## src/rtl/mux_select_sequencer_pkg.sv

```systemverilog
// Shared types and constant helpers for the mux select sequencer.
package mux_select_sequencer_pkg;

  typedef enum logic {
    IDLE  = 1'b0,
    SHIFT = 1'b1
  } state_e;

  // First select index presented in a frame.
  function automatic int unsigned start_idx(input int unsigned width, input bit lsb_first);
    return lsb_first ? 0 : width - 1;
  endfunction

  // Select index whose terminal hold cycle ends the frame.
  function automatic int unsigned last_idx(input int unsigned width, input bit lsb_first);
    return lsb_first ? width - 1 : 0;
  endfunction

endpackage

```

## src/rtl/mux_select_sequencer_hold_counter.sv

```systemverilog
// HOLD-cycle prescaler: strobes tc_c on the last cycle of each hold period.
module mux_select_sequencer_hold_counter #(
  parameter int unsigned HOLD = 1
) (
  input  logic clk,
  input  logic rst_n,
  input  logic en,
  input  logic clr,
  output logic tc_c,
  output logic tc_next_c
);

  localparam int unsigned CNT_W = (HOLD > 1) ? $clog2(HOLD) : 1;
  localparam logic [CNT_W-1:0] CNT_MAX = CNT_W'(HOLD - 1);

  logic [CNT_W-1:0] cnt_q;
  logic [CNT_W-1:0] cnt_d;

  assign tc_c      = (cnt_q == CNT_MAX);
  assign tc_next_c = (cnt_d == CNT_MAX);

  always_comb begin
    cnt_d = cnt_q;
    if (clr) begin
      cnt_d = '0;
    end else if (en) begin
      cnt_d = tc_c ? '0 : cnt_q + CNT_W'(1);
    end
  end

  always_ff @(posedge clk) begin
    if (!rst_n) begin
      cnt_q <= '0;
    end else begin
      cnt_q <= cnt_d;
    end
  end

endmodule

```

## src/rtl/mux_select_sequencer.sv

```systemverilog
// Loads a word over valid/ready and steps the downstream 8:1 mux select through
// every index, holding each for HOLD cycles, then pulses done.
module mux_select_sequencer
  import mux_select_sequencer_pkg::*;
#(
  parameter int unsigned WIDTH     = 8,
  parameter int unsigned HOLD      = 1,
  parameter bit          LSB_FIRST = 1'b1
) (
  input  logic                     clk,
  input  logic                     rst_n,
  input  logic                     in_valid,
  output logic                     in_ready,
  input  logic [WIDTH-1:0]         in_data,
  output logic [WIDTH-1:0]         mux_data,
  output logic [$clog2(WIDTH)-1:0] mux_sel,
  output logic                     busy,
  output logic                     sout,
  output logic                     done
);

  localparam int unsigned SEL_W = $clog2(WIDTH);
  localparam logic [SEL_W-1:0] START = SEL_W'(start_idx(WIDTH, LSB_FIRST));
  localparam logic [SEL_W-1:0] LAST  = SEL_W'(last_idx(WIDTH, LSB_FIRST));

  state_e           state_q, state_d;
  logic [WIDTH-1:0] data_q, data_d;
  logic [SEL_W-1:0] sel_q, sel_d;
  logic             busy_q, busy_d;
  logic             done_q, done_d;
  logic             ready_q, ready_d;
  logic             xfer_c;
  logic             tc_c;
  logic             tc_next_c;

  assign xfer_c = in_valid & ready_q;

  mux_select_sequencer_hold_counter #(
    .HOLD (HOLD)
  ) u_hold_counter (
    .clk       (clk),
    .rst_n     (rst_n),
    .en        (state_q == SHIFT),
    .clr       (xfer_c),
    .tc_c      (tc_c),
    .tc_next_c (tc_next_c)
  );

  always_comb begin
    state_d = state_q;
    data_d  = data_q;
    sel_d   = sel_q;
    done_d  = 1'b0;
    case (state_q)
      IDLE: begin
        if (xfer_c) begin
          data_d  = in_data;
          sel_d   = START;
          state_d = SHIFT;
        end
      end
      SHIFT: begin
        if (tc_c) begin
          if (sel_q == LAST) begin
            // Terminal cycle: return to start rather than wrapping the select.
            done_d = 1'b1;
            sel_d  = START;
            if (xfer_c) begin
              data_d = in_data;
            end else begin
              state_d = IDLE;
            end
          end else begin
            sel_d = LSB_FIRST ? sel_q + SEL_W'(1) : sel_q - SEL_W'(1);
          end
        end
      end
      default: state_d = IDLE;
    endcase
    busy_d  = (state_d == SHIFT);
    // Ready next cycle when idle or when that cycle will be the frame's terminal hold cycle.
    ready_d = (state_d == IDLE) || ((sel_d == LAST) && tc_next_c);
  end

  always_ff @(posedge clk) begin
    if (!rst_n) begin
      state_q <= IDLE;
      data_q  <= '0;
      sel_q   <= START;
      busy_q  <= 1'b0;
      done_q  <= 1'b0;
      ready_q <= 1'b1;
    end else begin
      state_q <= state_d;
      data_q  <= data_d;
      sel_q   <= sel_d;
      busy_q  <= busy_d;
      done_q  <= done_d;
      ready_q <= ready_d;
    end
  end

  assign in_ready = ready_q;
  assign mux_data = data_q;
  assign mux_sel  = sel_q;
  assign busy     = busy_q;
  assign done     = done_q;
  assign sout     = data_q[sel_q];

endmodule

```

## config.mk

```make
export PLATFORM = sky130hd
export DESIGN_NAME = mux_select_sequencer
export DESIGN_NICKNAME = d
export VERILOG_FILES = /design/src/rtl/mux_select_sequencer_pkg.sv /design/src/rtl/mux_select_sequencer_hold_counter.sv /design/src/rtl/mux_select_sequencer.sv
export SDC_FILE = /design/constraint.sdc
export NUM_CORES = 1
export LEC_CHECK = 0
export ABC_AREA = 1
export CAP_MARGIN = 20
export CORE_MARGIN = 2
export CORE_UTILIZATION = 38
export DETAILED_ROUTE_END_ITERATION = 7
export HOLD_SLACK_MARGIN = 0.12
export PLACE_DENSITY_LB_ADDON = 0.1
export SLEW_MARGIN = 20
export SYNTH_ARGS = -nofsm -noshare
export SYNTH_HDL_FRONTEND = slang
export SYNTH_SLANG_ARGS = --single-unit
```

## constraint.sdc

```tcl
create_clock -name clk -period 1.3 [get_ports clk]
set_clock_uncertainty 0.15 [all_clocks]
set_input_delay 0.13 -clock clk [delete_from_list [all_inputs] [get_ports clk]]
set_output_delay 0.13 -clock clk [all_outputs]
set_load 0.02 [all_outputs]
```

==> summary.md <==
| Metric | Value |
|---|---|
| Crit. End Element | output port |
| Num rows | 15 |
| Critical Path RT | about 1 ns |
| Seq/Total Area, Yosys | between 40 and 50% |
| Critical path launch point | mux_sel[1] |
| CTS sink cnt | 15 |
| Hold Vio Cnt, Final | 0 |
| Slew HR | approximately 80% |
| YS warnings | 0 |
| Die Footprint | approximately 2200 sq um |
| Average wire per standard cell | approximately 11 um |
| Seq. cell area | around 320 sq um |
| Die height | about 47 um |
| Vias | 818 |
| Syn avg cell area | approximately 6.7 sq um |
| Peak supply drop | 0.6274 mV |
| Total global-route track usage | between 20% and 30% |
| Final GP Congestion | ~0.8 |
| Min-delay src | in_data[3] |
| Vias per std cell | between 4 and 5 |
| Distinct cells, synth | 16 |
| Vias in the first global route | 742 |
| Antenna Cells | 0 |
| Dpl cells | between 150 and 200 |
| Final Power | about 1200 uW |
| Mapped Area | roughly 700 sq um |
| Status | finished, violations left |
| Post-DP HPWL | about 1400 um |
| Startpoint types | flop |
| H-tree depth | 1 |
| Reg clk slew, reported paths | 0.10 ns |
| Syn Nets | between 100 and 150 |
| Dpl ws | -0.3365 ns |
| DIE WIDTH | about 47 um |
| Max cap viols | 0 |
| CTS tree | yes |
| Layout overhead on the synthesized area | 78.60% |
| Total CTS buffers | 3 |
| Critical Path AT | between 1 and 1.5 ns |
| Clock root buffer | clkbuf_4 |
| DRT Pass-1 Iters | 4 |
| Total grt overflow | 0 |
| First-pass GRT wire length | approximately 3100 um |
| Initial antenna violation count | 0 |
| Final worst-path cycle share | 123.2% |
| RSZ-0062 raised after global routing | true |
| Slew @ Worst Pin | between 0.2 and 0.3 ns |
| Layout cells sized above 1 | roughly 40% |
| Antenna-violating nets left | 0 |
| Core area | 1727 sq um |
| Hold_ws | around 0.28 ns |
| WS Path Type | reg -> out |
| F_max | about 620 MHz |
| # fillers | ~150 |
| Most common cell after layout, fill and taps aside | nand2_1 |
| Final Critical Period | between 1.5 and 2 ns |
| Hold Buf Count CTS | 0 |
| Multi-input gate area | around 400 sq um |
| Layout Cells excl Fill | between 150 and 200 |
| Synth Instances | around 100 |
| Port Buffers | 25 |
| Final setup fails | 15 |
| Final WL | around 2000 um |
| Most frequent cells in the layout | nand2_1, nor2_1, buf_4, clkdlybuf4s50_1, o21ai_1 |
| Min-Delay Path Class | in -> reg |
| Synth Register Bits | 15 |
| DRT iter0 DRCs | 17 |
| Clk_lat worst skew | between 0.2 and 0.3 ns |
| Fin nets | approximately 170 |
| # DRC | 0 |
| Initial core utilization | 40.29% |
| Final core utilization | between 70% and 80% |
| Final Max Slew Viols | 0 |
| Clock Tree Buf Depth | 2 |
| Leak Pwr | 0.0005765 uW |
| Failing checks | setup timing |
| Worst Setup Slack, final | -0.3022 ns |
| Pwr/cell area | about 960 nW/um^2 |
| CP Max Fanout | 5 |
| Io pins | 26 |
| Reg-to-Reg Start | mux_sel[0] |
| Pin count of the biggest net entering global routing | 10 |
## stage by stage
stage | TNS (ns) | instance area, sq um
finish | -2.954 | 1242
global placement | -3.036 | 1131
floorplan | -0.9652 | 729.5
detailed placement | -3.308 | 1131
CTS | -3.020 | 1194
global route | -4.099 | 1242
## cells in the mapped netlist
library cell	count	area share (%)
ha_1	2	3.6
o21ai_2	1	1.3
nand3_1	3	2.2
o21ai_0	7	5.0
buf_4	1	1.1
o21ai_1	5	3.6
inv_2	2	1.1
nor3_1	2	1.4
nand2_1	28	15
nand2_4	1	1.6
clkbuf_2	1	0.72
nor2_1	26	14
inv_4	1	0.90
inv_1	7	3.8
a21oi_1	2	1.4
dfxtp_1	15	43
## power breakdown
group	switching, uW	total [uW]	internal [uW]
sequential	23.6	519	495
combinational	198	394	196
clock	165	279	114
total	387	1190	806
## state kept, by name, summed over array words and instances (netlist names)
signal,flops
mux_data,8
u_hold_counter.cnt_q,1
in_ready,1
done,1
mux_sel,3
busy,1
## per-layer routing
| layer | wire, um | up-vias | GRT usage, % |
|---|---|---|---|
| met5 | 0 | - | 0 |
| met4 | 36 | 0 | 10.00 |
| met3 | 59 | 4 | 2.308 |
| met2 | 940 | 21 | 33.42 |
| met1 | 924 | 365 | 25.82 |
| li1 | - | 428 | - |
## path summary, 6_finish.rpt
| path | end | slack [ns] | depth (start not counted) |
|---|---|---|---|
| worst max-delay path | sout | -0.30 | 7 |
| worst max register to register | mux_data[0] | -0.25 | 8 |
| worst min-delay path | mux_data[3] | 0.28 | 3 |
| worst min register to register | mux_data[2] | 0.36 | 2 |
## final cells by class
| cell class | instances | area share, % |
|---|---|---|
| Clock buffer | 3 | 1.813 |
| Clock inverter | 1 | 0.4028 |
| Inverter | 10 | 3.827 |
| Multi-Input combinational cell | 78 | 32.53 |
| Sequential cell | 15 | 25.38 |
| Tap cell | 25 | 2.518 |
| Timing Repair Buffer | 45 | 33.53 |
## logic make-up after synthesis
logic type / after synthesis / synth area share (%)
simple gates: 60 / 34.35
flops: 15 / 43.17
fa+ha+maj: 2 / 3.597
compound gates: 15 / 11.33
buf+inv: 12 / 7.555
## timing repair
item | CTS | global route
cloned | 1 | 0
hold endpoints to repair | 0 | 0
setup endpoints to repair | 27 | 21
pin swaps | 13 | 2
buffers inserted | 1 | 3
gates resized for setup | 47 | 13
## worst max-delay path, stage by stage (launching register included)
cell and delay (ns):
dfxtp_4 0.37, buf_12 0.12, nor2_1 0.11, o21ai_1 0.09, o21ai_1 0.08, nand2_1 0.06, nand2_1 0.08, buf_6 0.12
Power figures use the tool's default switching activity.
